==> src/rtl/axi_rd_burst_ctrl.sv <==
// Single-outstanding AXI4 read burst sequencer: takes one line request, issues AR,
// packs R beats into a line buffer and returns the line with a one-cycle pulse.
module axi_rd_burst_ctrl #(
   parameter int DATA_W = 32,
   parameter int LINE_W = 256,
   parameter int ID_W   = 4
) (
   input  logic              clk,
   input  logic              reset,
   input  logic              flush,
   // request / response towards the cache read selector
   input  logic              req_valid,
   output logic              req_ready,
   input  logic [31:0]       req_addr,
   input  logic [7:0]        req_len,
   input  logic [2:0]        req_size,
   input  logic [ID_W-1:0]   req_id,
   output logic              resp_valid,
   output logic [LINE_W-1:0] resp_data,
   output logic [ID_W-1:0]   resp_id,
   output logic              resp_err,
   output logic              busy,
   // AXI4 read address channel
   output logic              arvalid,
   input  logic              arready,
   output logic [31:0]       araddr,
   output logic [7:0]        arlen,
   output logic [2:0]        arsize,
   output logic [1:0]        arburst,
   output logic [ID_W-1:0]   arid,
   // AXI4 read data channel
   input  logic              rvalid,
   output logic              rready,
   input  logic [DATA_W-1:0] rdata,
   input  logic [ID_W-1:0]   rid,
   input  logic [1:0]        rresp,
   input  logic              rlast,
   // FSM state for checkers: 0 IDLE, 1 ADDR, 2 DATA, 3 DONE, 4 DRAIN
   output logic [2:0]        dbg_state
);

   localparam int NBEAT = LINE_W / DATA_W;
   localparam int CNT_W = $clog2(NBEAT + 1);

   // Handshakes: a transfer happens on a rising edge where valid and ready are both
   // high; valid never waits on ready, and ar* payload is held stable while arvalid.
   typedef enum logic [2:0] {
      S_IDLE  = 3'd0,
      S_ADDR  = 3'd1,
      S_DATA  = 3'd2,
      S_DONE  = 3'd3,
      S_DRAIN = 3'd4
   } state_t;

   state_t              r_state;
   state_t              w_next;

   logic [31:0]         r_addr;
   logic [7:0]          r_len;
   logic [2:0]          r_size;
   logic [ID_W-1:0]     r_id;
   logic [LINE_W-1:0]   r_line;
   logic [CNT_W-1:0]    r_beat_cnt;
   logic                r_err;
   logic                r_flush_pend;

   logic                w_req_ready;
   logic                w_arvalid;
   logic                w_rready;
   logic                w_resp_valid;
   logic                w_accept;
   logic                w_data_beat;
   logic                w_beat_bad;

   always_ff @(posedge clk or posedge reset) begin
      if (reset) begin
         r_state <= S_IDLE;
      end else begin
         r_state <= w_next;
      end
   end

   always_comb begin
      w_next       = r_state;
      w_req_ready  = 1'b0;
      w_arvalid    = 1'b0;
      w_rready     = 1'b0;
      w_resp_valid = 1'b0;
      case (r_state)
         S_IDLE: begin
            // flush outranks a simultaneous request
            w_req_ready = ~flush & ~reset;
            if (req_valid && w_req_ready) begin
               w_next = S_ADDR;
            end
         end
         S_ADDR: begin
            // a flush here cannot retract arvalid; the burst is drained instead
            w_arvalid = 1'b1;
            if (arready) begin
               w_next = (flush || r_flush_pend) ? S_DRAIN : S_DATA;
            end
         end
         S_DATA: begin
            w_rready = 1'b1;
            if (rvalid && rlast) begin
               w_next = flush ? S_IDLE : S_DONE;
            end else if (flush) begin
               w_next = S_DRAIN;
            end
         end
         S_DONE: begin
            w_resp_valid = ~flush;
            w_next       = S_IDLE;
         end
         S_DRAIN: begin
            w_rready = 1'b1;
            if (rvalid && rlast) begin
               w_next = S_IDLE;
            end
         end
         default: begin
            w_next = S_IDLE;
         end
      endcase
   end

   assign w_accept    = req_valid & w_req_ready;
   assign w_data_beat = (r_state == S_DATA) & rvalid;
   assign w_beat_bad  = (rresp != 2'b00) | (rid != r_id);

   always_ff @(posedge clk or posedge reset) begin
      if (reset) begin
         r_addr       <= '0;
         r_len        <= '0;
         r_size       <= '0;
         r_id         <= '0;
         r_line       <= '0;
         r_beat_cnt   <= '0;
         r_err        <= 1'b0;
         r_flush_pend <= 1'b0;
      end else if (w_accept) begin
         r_addr       <= req_addr;
         r_len        <= req_len;
         r_size       <= req_size;
         r_id         <= req_id;
         r_line       <= '0;
         r_beat_cnt   <= '0;
         r_err        <= 1'b0;
         r_flush_pend <= 1'b0;
      end else begin
         if (r_state == S_ADDR && flush) begin
            r_flush_pend <= 1'b1;
         end
         if (w_data_beat) begin
            // beats past the line capacity still count toward err but are not stored
            for (int i = 0; i < NBEAT; i++) begin
               if (r_beat_cnt == CNT_W'(i)) begin
                  r_line[i*DATA_W +: DATA_W] <= rdata;
               end
            end
            if (r_beat_cnt != CNT_W'(NBEAT)) begin
               r_beat_cnt <= r_beat_cnt + CNT_W'(1);
            end
            if (w_beat_bad) begin
               r_err <= 1'b1;
            end
         end
      end
   end

   assign req_ready  = w_req_ready;
   assign resp_valid = w_resp_valid;
   assign resp_data  = r_line;
   assign resp_id    = r_id;
   assign resp_err   = r_err;
   assign busy       = (r_state != S_IDLE);
   assign arvalid    = w_arvalid;
   assign araddr     = r_addr;
   assign arlen      = r_len;
   assign arsize     = r_size;
   assign arburst    = 2'b01;
   assign arid       = r_id;
   assign rready     = w_rready;
   assign dbg_state  = r_state;

endmodule
==> config.mk <==
export PLATFORM = sky130hd
export DESIGN_NAME = axi_rd_burst_ctrl
export DESIGN_NICKNAME = d
export VERILOG_FILES = /design/src/rtl/axi_rd_burst_ctrl.sv
export SDC_FILE = /design/constraint.sdc
export NUM_CORES = 1
export LEC_CHECK = 0
export ABC_AREA = 0
export BUFFER_PORTS_ARGS = -buffer_cell sky130_fd_sc_hd__buf_2
export CAP_MARGIN = 10
export CORE_ASPECT_RATIO = 0.6
export CORE_MARGIN = 10
export CORE_UTILIZATION = 38
export DETAILED_ROUTE_END_ITERATION = 8
export GPL_TIMING_DRIVEN = 0
export PLACE_DENSITY_LB_ADDON = 0.2
export SYNTH_ARGS = -nofsm -noshare
export SYNTH_HDL_FRONTEND = slang
export SYNTH_SLANG_ARGS = --single-unit
==> constraint.sdc <==
create_clock -name clk -period 18 [get_ports clk]
set_clock_uncertainty 0.15 [all_clocks]
set_input_delay 3.6 -clock clk [delete_from_list [all_inputs] [get_ports clk]]
set_output_delay 3.6 -clock clk [all_outputs]
set_load 0.1 [all_outputs]
== Yosys cells after proc, flatten, opt, wreduce, memory -nomap -nowiden ==
Cells that the tools add are included.

* Add/sub/neg operators: 1
* Eq/ne operators: 17
* Multiplexer cells: 30
* Bitwise operators: 6
* Reductions and logical operators: 32

{| class="wikitable"
|+ Operator list
! kind !! count
|-
| 2-to-1 mux 256 bit || 2
|-
| 2-to-1 mux 32 bit || 8
|-
| nonzero test 2 bit || 13
|-
| AND reduction 2 bit || 10
|-
| 2-to-1 mux 3 bit || 6
|-
| == test 4 x 3 -> 1 bit, second input constant || 4
|-
| 2-to-1 mux 4 bit || 3
|-
| one-hot mux 3 bit (4 select lines) || 1
|-
| 2-to-1 mux 1 bit || 9
|-
| == test 4 x 2 -> 1 bit, second input constant || 2
|-
| == test 3 x 2 -> 1 bit, second input constant || 2
|-
| inequality test 2 bit, second input constant || 3
|-
| adder 4 x 1 -> 4 bit, second input constant || 1
|-
| == test 4 x 1 -> 1 bit, second input constant || 1
|-
| logical NOT 4 bit || 1
|-
| inequality test 4 bit || 1
|-
| inequality test 4 bit, second input constant || 1
|-
| AND reduction 4 bit || 1
|-
| bitwise AND 1 bit || 3
|-
| == test 3 x 1 -> 1 bit, second input constant || 1
|-
| == test 3 bit, second input constant || 1
|-
| logical AND 1 bit || 3
|-
| logical NOT 3 bit || 1
|-
| inequality test 3 bit, second input constant || 1
|-
| 6 further kinds || 7
|}

* Bits in registers: 312
* Input bits: 92
* Output and inout port bits: 318
* Logic and storage cells: 102

== Depth between registers and ports, before layout ==
Gate-level depths: netlist of the first run.

* Word-level depth: 6
* Gate-level depth with buffers: 7
* Mapped depth without buffers: 5

== Least setup slack after synthesis of the first run ==
No wires, ideal clock.

* Path type: input-to-output
* Start: input port flush
* End: output port resp_valid
* Arrival: 6.028 ns
* Slack: 8.222 ns
* Stages: 2
* Buffers on the path: 1
* Cells stage by stage: clkbuf_1 -> nor3b_1

* Cells in the longest elaborated chain, start to end: 2

{| class="wikitable"
|+ RTL lines
! what !! line !! RTL
|-
| start: declaration || 10 || <nowiki>input logic flush,</nowiki>
|-
| NOT 1 bit || 113 || <nowiki>w_resp_valid = ~flush;</nowiki>
|-
| 2-to-1 mux 1 bit || 89 || <nowiki>case (r_state)</nowiki>
|-
| end: declaration || 18 || <nowiki>output logic resp_valid,</nowiki>
|}

Every way passes these cells.

== Worst setup path after layout of the first run ==
Ends and elaborated chain as after synthesis.

==> out/metrics.yaml, run 1 <==
floorplan:
  die_area_mm2: 0.0439
  core_area_mm2: 0.0351
  rows: 53
  ioPinCount: 410
  die_y_um: 166
  dieWidth_um: 264
  initial_core_util: 0.386
pwr:
  vdd_drop_max_v: 0.000340
  p_leak_nw: 8.30
  powerDensity_mw_per_mm2: 147
yosys:
  syn_area_mm2: 0.0136
  synth_cell_types: 37
  synth-edff-count: 0
  syn_nets: 1485
  yosys_warnings: 0
  synthFlopType: "dfrtp_1"
  synth.yosys.seq_area_share: 0.575
  syn_inst: 1389
  async_flop_share: 1.00
  yosys_register_bits: 312
  syn_area_per_cell_um2: 9.77
grt:
  use_met2: 0.385
  antenna_found_initial: 0
  grtUsageMet3: 0.0550
  grt_pass1_wl_mm: 86.9
  grt.total_usage: 0.259
  grt_pass1_vias: 12600
  met1_usage: 0.376
  grt_overflow_total: 0
  grt_max_degree: 118
  top_usage_layer: "met2"
drt:
  drc: 0
  first_pass_iters: 5
  wl_per_cell_um: 26.1
  routed_via_density: 5.74
  vias: 13200
  drt-initial-drc-count: 1609
  final_antenna_net_count: 0
  routed_wl_mm: 59.8
clocking:
  worstSkewPairLatency_ns: 0.59
  cts_buffer_depth: 3
  cts_setup_buffers: 0
  cts_htree_levels: 1
  cts_buffers: 31
  clock-sinks: 312
  clk_pin_slew_ns: 0.06
  cts_resized: 0
  hold_buffers: 0
  cts_tree: "built"
  cts_root_buf: "clkbuf_16"
timing:
  drv_slew: 0
  fin_tns_setup_ns: 0
  max_slew.worst_pin.slew_ns: 1.13
  fin_crit_ns: 8.29
  slew_headroom: 0.247
  rsz0062_at_grt: "false"
  hold_violations: 0
  fmax_mhz: 121
  setup_viol: 0
  post-route-period-util: 0.461
  fin_ws_ns: 9.71
critical_path:
  crit_fanout: 8
  critPathArrivalTime_ns: 4.54
  cp-end-kind: "primary output"
  crit_type: "primary input to primary output"
  cp.required_ns: 14.25
  cp-start-kind: "primary input"
placed_design:
  place_congestion: 0.894
  place_ws_ns: 9.71
  io_buffers: 374
  hpwl_mm: 43.7
run_status:
  status: "finished, final reports clean"
finish:
  syn_to_final_growth_pct: 26.4
  finalNetCount: 1895
  seq_area_mm2: 0.00781
  multi_input_area_mm2: 0.00488
  fillers: 3379
  drive_gt1_frac: 0.286
worst_hold_path:
  hold_path.class: "flop to flop"
flow_run:
  drv_cap: 0
## area by class of cell
| class | count | area share |
|---|---|---|
| flip-flops and latches | 312 | 0.455 |
| plain buffers | 188 | 0.0502 |
| multi-input cells | 883 | 0.285 |
| inverters | 6 | 0.00175 |
| clock inverters | 13 | 0.00715 |
| well taps | 467 | 0.0341 |
| repair buffers | 377 | 0.113 |
| clock buffers | 45 | 0.0541 |
| diodes | 2 | 0.000292 |
## flip-flops by register name, summed over array words and instances (netlist names)
name          cells
araddr           32
arid              4
arlen             8
arsize            3
dbg_state         3
r_beat_cnt        4
r_flush_pend      1
resp_data       256
resp_err          1
## synth_stat cells, types with 2 or more instances
master    number  area share
nand3b_1       7      0.0039
conb_1         2     0.00055
dfrtp_1      312        0.58
mux2_2        25       0.021
clkbuf_1     127       0.035
or3b_2         4      0.0026
a21oi_1      261       0.096
nor3b_1        5      0.0028
ha_1           4      0.0037
inv_1          6      0.0017
nand3_1      257       0.095
buf_1          3     0.00083
nand2b_1       2     0.00092
buf_4         23       0.013
and3b_1        5      0.0032
or3_1          3      0.0014
xor2_1         4      0.0026
nor2_1         4      0.0011
buf_2         31       0.011
buf_6          4      0.0033
o21ai_0      261       0.096
mux2_1        22       0.018
nor3_1         3      0.0011
## report_power, final
group / switching (mW) / internal [mW]
logic: 0.868 / 0.150
clock network: 0.295 / 0.386
registers: 0.0490 / 0.780
## routing by layer
metal	up-vias	wire length, um
li1	5751	-
met1	6658	27000
met2	655	26200
met3	87	5050
met5	-	0
met4	0	1520
## worst max-delay path, stage by stage
cell and delay, ns:
clkbuf_1 0.21, nor3b_1 0.26, buf_2 0.46
## kinds of logic (layout without fill, tap and decap cells)
kind of cell / Yosys count / count (layout) / share of synthesized area
muxes: 47 / 47 / 0.0390
other: 2 / 4 / 0.000553
buffers and inverters: 194 / 629 / 0.0651
adders and majority gates: 4 / 4 / 0.00369
xor gates and xnor gates: 4 / 4 / 0.00258
AOI/OAI and AO/OA: 529 / 529 / 0.197
and+or+nand+nor: 297 / 297 / 0.117
DFF: 312 / 312 / 0.575
## stage by stage
stage	std cells	total power [mW]	util	area (um2)	hold WS (ns)
5_1_grt	2291	2.60	0.488	17100	0.361
3_3_place_gp	2230	1.85	0.456	16000	0.315
6_report	2293	2.53	0.488	17200	0.332
4_1_cts	2290	2.53	0.488	17100	0.335
2_1_floorplan	1389	1.65	-	13600	0.336
3_5_place_dp	2232	1.86	0.458	16100	0.321
## final timing paths
kind	from	end	slack [ns]	depth (start not counted)
worst min register to register	arlen[3]$_DFFE_PP0P_	arlen[3]$_DFFE_PP0P_	0.33	1
worst min-delay path	arlen[3]$_DFFE_PP0P_	arlen[3]$_DFFE_PP0P_	0.33	1
worst max-delay path	flush	resp_valid	9.71	3
worst max register to register	r_beat_cnt[3]$_DFFE_PP0P_	resp_data[105]$_DFFE_PP0P_	15.25	5
max in group asynchronous	reset	resp_data[149]$_DFFE_PP0P_	13.55	3
min in group asynchronous	reset	araddr[14]$_DFFE_PP0P_	3.09	2
## cell usage in the layout, fill, tap and decap left out, drive strengths merged
| master | n |
|---|---|
| nand3 | 257 |
| a31oi | 1 |
| clkbuf | 173 |
| mux2 | 47 |
| dfrtp | 312 |
| or4 | 1 |
| o22ai | 1 |
| nand2 | 1 |
| o21bai | 1 |
| o22a | 1 |
| nand2b | 2 |
| nand4bb | 1 |
| a221o | 1 |
| nand3b | 7 |
| a21oi | 261 |
| nor4 | 1 |
| or3 | 4 |
| conb | 2 |
| o21ai | 261 |
| nor2 | 4 |
| buf | 437 |
| a32oi | 1 |
| inv | 7 |
| a211oi | 1 |
| nor3b | 5 |
| and3b | 5 |
| bufinv | 2 |
| nor3 | 3 |
| or3b | 4 |
| nor4bb | 1 |
| xor2 | 4 |
| clkinv | 10 |
| ha | 4 |
| nor4b | 1 |
| diode | 2 |
Power figures use the tool's default switching activity.
==> inputs of run 2 (changes only) <==
==> constraint.sdc (replaced) <==
create_clock -name clk -period 6.8 [get_ports clk]
set_clock_uncertainty 0.15 [all_clocks]
set_input_delay 1.36 -clock clk [delete_from_list [all_inputs] [get_ports clk]]
set_output_delay 1.36 -clock clk [all_outputs]
set_load 0.1 [all_outputs]
==> run 2 against run 1 <==
Worst hold slack barely moved. Die area did not move. Clock-buffer cell count fell by 2. Sequential power rose to 2.7 times the previous value. Worst setup slack lost 6.7 ns. Combinational power increased to 2.6 times the previous value. Core utilization up 0.15 points. Cell count about the same. Clock power grew to 2.6 times the previous value. Final area increased by 0.30%. Total power grew to 2.6 times the previous value. First-iteration DRC count shrank 16%. Critical endpoint unchanged.
==> out/metrics.yaml, run 2 (synthesis results as in run 1) <==
pwr:
  p_int_mw: 3.47
  power_frac_comb: 0.406
  p_leak_nw: 8.31
  p_switching_mw: 3.18
  powerDensity_mw_per_mm2: 386
  switching_share: 0.478
  seqPwrFrac: 0.330
  power_mw: 6.64
  p_clk_frac: 0.264
  vdd_drop_max_v: 0.00106
timing:
  slew_headroom: 0.299
  rsz0062_at_grt: "false"
  max_slew.worst_pin.slew_ns: 1.05
  drv_slew: 0
  post-route-period-util: 0.554
  fmax_mhz: 265
  hold_violations: 0
  fin_crit_ns: 3.77
  setup_viol: 0
drt:
  routed_via_density: 5.72
  final_antenna_net_count: 0
  first_pass_iters: 5
  wl_per_cell_um: 25.9
  routed_wl_mm: 59.5
  drt-initial-drc-count: 1358
  vias: 13100
  drc: 0
placed_design:
  place_congestion: 0.880
  hpwl_mm: 44.5
  placedCellCount: 2238
  io_buffers: 374
critical_path:
  crit_slowest_cell: "buf_2"
  cp_num_buf_inv: 2
  cp-start-kind: "primary input"
  cp-startpoint: "flush"
  critPathArrivalTime_ns: 2.26
  cp.required_ns: 5.29
  crit_fanout: 8
  worst_path_largest_cell_delay_ns: 0.46
  crit_chain: "clkbuf_1, nor3b_1, buf_2"
  crit_family: "buffers and inverters"
  crit_type: "primary input to primary output"
  crit-reg2reg-launch: "dbg_state[0]$_DFFE_PP0P_"
  cp-end-kind: "primary output"
finish:
  finalNetCount: 1901
  final_common_cell: "buf_2"
  drive_gt1_frac: 0.284
  final_cells: 2295
  syn_to_final_growth_pct: 26.8
  layout_common_cells: "buf_2, dfrtp_1, o21ai_0, a21oi_1, nand3_1"
  largest_register_ffs: 256
  postLayoutCoreUtil: 0.489
floorplan:
  rows: 53
  ioPinCount: 410
  die_y_um: 166
  dieWidth_um: 264
  core_area_mm2: 0.0351
  die_area_mm2: 0.0439
  initial_core_util: 0.386
clocking:
  worstSkewPairLatency_ns: 0.58
  cts_tree: "built"
  clock-sinks: 312
  cts_resized: 0
  clk_pin_slew_ns: 0.06
  cts_buffer_depth: 3
  cts_htree_levels: 1
  cts_buffers: 31
  cts_root_buf: "clkbuf_16"
  hold_buffers: 0
  cts_setup_buffers: 0
grt:
  grt.total_usage: 0.260
  grt_pass1_wl_mm: 87.4
  grt_overflow_total: 0
  grt_pass1_vias: 12800
  grt_max_degree: 43
  antenna_found_initial: 1
worst_hold_path:
  hold_path_startpoint: "araddr[6]$_DFFE_PP0P_"
  hold_path.class: "flop to flop"
run_status:
  status: "finished, final reports clean"
flow_run:
  drv_cap: 0
run 2: power groups by stage:
stage	Clock, mW	Sequential, mW	Combinational, mW
2_1_floorplan	0	3.71	0.646
3_3_place_gp	0	2.22	2.67
3_5_place_dp	0	2.23	2.70
4_1_cts	1.78	2.19	2.70
5_1_grt	1.85	2.22	2.78
6_report	1.75	2.20	2.70
run 2: routing by layer:
metal	track usage	wire, um	up-vias
met4	0.0728	1830	0
met3	0.0609	4830	88
met5	0	0	-
li1	-	-	5768
met1	0.375	27100	6653
met2	0.381	25700	610
run 2: layout make-up:
class	instances	area, um2
fillers	3364	17900
flip-flops and latches	312	7810
multi-input cells	883	4880
repair buffers	383	2040
clock buffers	43	871
plain buffers	188	861
well taps	467	584
clock inverters	10	128
inverters	6	26.3
diodes	3	7.51
run 2: per-stage QoR:
step	setup slack (ns)	cell area [um2]	hold slack, ns	setup TNS, ns
6_report	3.03	17200	0.332	0
4_1_cts	3.05	17200	0.335	0
3_3_place_gp	-0.964	16000	0.312	-294.54
2_1_floorplan	1.14	13600	0.336	0
5_1_grt	2.98	17200	0.344	0
3_5_place_dp	3.06	16200	0.321	0
run 2: worst paths after layout:
| path | endpoint | slack (ns) | cells after the start |
|---|---|---|---|
| worst max-delay path | resp_valid | 3.03 | 3 |
| worst min-delay path | araddr[6]$_DFFE_PP0P_ | 0.33 | 1 |
| worst max register to register | resp_data[138]$_DFFE_PP0P_ | 4.06 | 7 |
| worst min register to register | araddr[6]$_DFFE_PP0P_ | 0.33 | 1 |
| max in group asynchronous | resp_data[3]$_DFFE_PP0P_ | 4.53 | 5 |
| min in group asynchronous | araddr[11]$_DFFE_PP0P_ | 0.80 | 2 |
==> inputs of run 3 (changes only) <==
--- a/config.mk
+++ b/config.mk
@@ -5,7 +5,7 @@
 export SDC_FILE = /design/constraint.sdc
 export NUM_CORES = 1
 export LEC_CHECK = 0
-export ABC_AREA = 0
+export ABC_AREA = 1
 export BUFFER_PORTS_ARGS = -buffer_cell sky130_fd_sc_hd__buf_2
 export CAP_MARGIN = 10
 export CORE_ASPECT_RATIO = 0.6
==> constraint.sdc (replaced) <==
create_clock -name clk -period 3.7 [get_ports clk]
set_clock_uncertainty 0.15 [all_clocks]
set_input_delay 0.74 -clock clk [delete_from_list [all_inputs] [get_ports clk]]
set_output_delay 0.74 -clock clk [all_outputs]
set_load 0.1 [all_outputs]
==> run 3 against run 2 <==
Flip-flop and latch count did not move. Critical path depth up 5. Clock-buffer cell count grew 3. Critical path type is now primary input to flop. Final area down 8.3%. Area after synthesis shrank 13%. Sequential share of layout area is 4.1 points higher. Via count shrank 21%. Cell count is 8.5% lower. Register-to-register slack lost 2.7 ns. First-iteration DRC count fell by 48%. Global-route usage decreased by 4.0 points. Die area down 11%.
==> out/metrics.yaml, run 3 <==
run_status:
  status: "finished, final reports clean"
yosys:
  synthMuxAreaShare: 0
  synth_top_family_by_area: "simple AND/OR/NAND/NOR gates"
  syn_area_mm2: 0.0119
  synthFlopType: "dfrtp_1"
  synthSimpleGateAreaFrac: 0.173
  netlist_top_cells_area: "dfrtp_1, nand2_1, o21ai_0, o21ai_1, buf_2"
  synth_cell_types: 27
  synth.yosys.seq_area_share: 0.659
  syn_inst: 1219
  yosys_warnings: 0
  synth-edff-count: 0
  syn_area_per_cell_um2: 9.72
  async_flop_share: 1.00
  synth_compound_area_frac: 0.114
  synthXorXnorAreaFrac: 0
  synth_top_cell_by_area: "dfrtp_1"
  synth.most_common_cell: "nand2_1"
  synth_top_area_share: 0.659
  syn_nets: 1315
  synthAdderAreaFrac: 0.00422
  ys_top_cells_by_count: "nand2_1, dfrtp_1, o21ai_0, o21ai_1, inv_1"
  yosys_register_bits: 312
worst_hold_path:
  hold_path.class: "primary input to async pin"
finish:
  final_cells: 2100
  layout_common_cells: "buf_2, nand2_1, dfrtp_1"
  finalNetCount: 1763
  fillers: 2876
  largest_register_ffs: 256
  syn_to_final_growth_pct: 33.1
  drive_gt1_frac: 0.330
  final_common_cell: "buf_2"
  fin_area_mm2: 0.0158
critical_path:
  ff2ff_setup_slack_ns: 1.38
  critPathArrivalTime_ns: 3.31
  r2r_end: "resp_data[210]$_DFFE_PP0P_"
  crit_type: "primary input to flop"
  crit-reg2reg-launch: "dbg_state[2]$_DFFE_PP0P_"
  cp-start-kind: "primary input"
  crit_fanout: 30
  cp-end-kind: "flop"
  cp.required_ns: 3.98
  r2r_cells: 6
floorplan:
  die_y_um: 157
  initial_core_util: 0.391
  die_area_mm2: 0.0389
  ioPinCount: 410
  dieWidth_um: 248
  core_area_mm2: 0.0303
  rows: 49
timing:
  fmax_mhz: 330
  setup_viol: 0
  fin_crit_ns: 3.03
  drv_slew: 0
  fin_tns_setup_ns: 0
  max_slew.worst_pin.slew_ns: 0.720
  rsz0062_at_grt: "false"
  post-route-period-util: 0.819
  hold_violations: 0
  slew_headroom: 0.520
clocking:
  worstSkewPairLatency_ns: 0.56
  clk_pin_slew_ns: 0.07
  cts_buffer_depth: 3
  cts_buffers: 31
  cts_setup_buffers: 0
  hold_buffers: 0
  cts_resized: 0
  clock-sinks: 312
  cts_htree_levels: 1
  cts_root_buf: "clkbuf_16"
  cts_tree: "built"
grt:
  grt_max_degree: 44
  grt_pass1_vias: 10500
  antenna_found_initial: 2
  grt_overflow_total: 0
  grt_pass1_wl_mm: 65.5
  grt.total_usage: 0.219
drt:
  wl_per_cell_um: 21.0
  drt-initial-drc-count: 706
  first_pass_iters: 5
  routed_via_density: 4.90
  routed_wl_mm: 44.1
  vias: 10300
  drc: 0
  final_antenna_net_count: 0
placed_design:
  placedCellCount: 2042
  hpwl_mm: 33.6
  place_congestion: 0.852
  io_buffers: 407
  placed_cell_area_mm2: 0.0147
flow_run:
  drv_cap: 0
-- run 3: cell count changes in the layout (fill, tap and decap cells not counted), moves of 22 or more --
cell	change
o21ai_0	-88
buf_2	+44
mux2_1	-22
o21ai_1	+90
nand3_1	-223
clkbuf_1	-113
nand2_1	+413
inv_1	+48
a21oi_1	-259
mux2_2	-25
-- run 3: layout make-up --
class                   count  area (um2)  share of cell area
clock inverters            11         191              0.0121
diodes                      1        2.50            0.000159
repair buffers            415        2200               0.139
flip-flops and latches    312        7810               0.495
plain buffers              72         415              0.0263
well taps                 408         510              0.0324
inverters                  55         210              0.0133
multi-input cells         780        3510               0.223
clock buffers              46         932              0.0591
-- run 3: how the worst max path moves through the flow --
| stage | from | end | slack (ns) | cells past startpoint |
|---|---|---|---|---|
| 2_1_floorplan | reset | resp_data[128]$_DFFE_PP0P_ | -3.53 | 8 |
| 3_3_place_gp | reset | resp_data[208]$_DFFE_PP0P_ | -6.59 | 7 |
| 3_5_place_dp | reset | resp_data[210]$_DFFE_PP0P_ | 0.01 | 8 |
| 4_1_cts | reset | resp_data[210]$_DFFE_PP0P_ | 0.62 | 8 |
| 5_1_grt | reset | resp_data[208]$_DFFE_PP0P_ | 0.43 | 8 |
| 6_report | reset | resp_data[210]$_DFFE_PP0P_ | 0.67 | 8 |
-- run 3: cell families (layout without fill, tap and decap cells) --
| family | after synthesis | count (layout) |
|---|---|---|
| buffers and inverters | 127 | 599 |
| other | 2 | 3 |
| AOI/OAI and AO/OA | 268 | 268 |
| and+or+nand+nor | 506 | 506 |
| adders and majority gates | 4 | 4 |
| DFF | 312 | 312 |
-- run 3: through the flow --
stage	hold WS (ns)	worst slack (ns)	util
after global placement	0.299	-6.59	0.478
after CTS	0.110	0.622	0.520
after global routing	0.136	0.432	0.520
final	0.124	0.670	0.520
after floorplan	0.370	-3.53	-
after detailed placement	0.303	0.0146	0.483
-- run 3: critical path, cell delays in order --
cell and delay [ns]:
buf_2 0.11, clkinvlp_4 0.53, buf_12 0.41, nand3_1 0.22
nor2_8 0.08, nor2_2 0.57, clkbuf_1 0.46, o21ai_0 0.17
-- run 3: routing by layer --
metal / global-route usage / wire length (um) / up-vias
met5: 0 / 0 / -
met4: 0.0561 / 945 / 0
met3: 0.0563 / 3250 / 58
met2: 0.355 / 21000 / 314
met1: 0.289 / 19000 / 5115
li1: - / - / 4813
Power of run 3 is not shown: default switching activity piles up to over one toggle a cycle in this logic, so the estimate is an artifact.
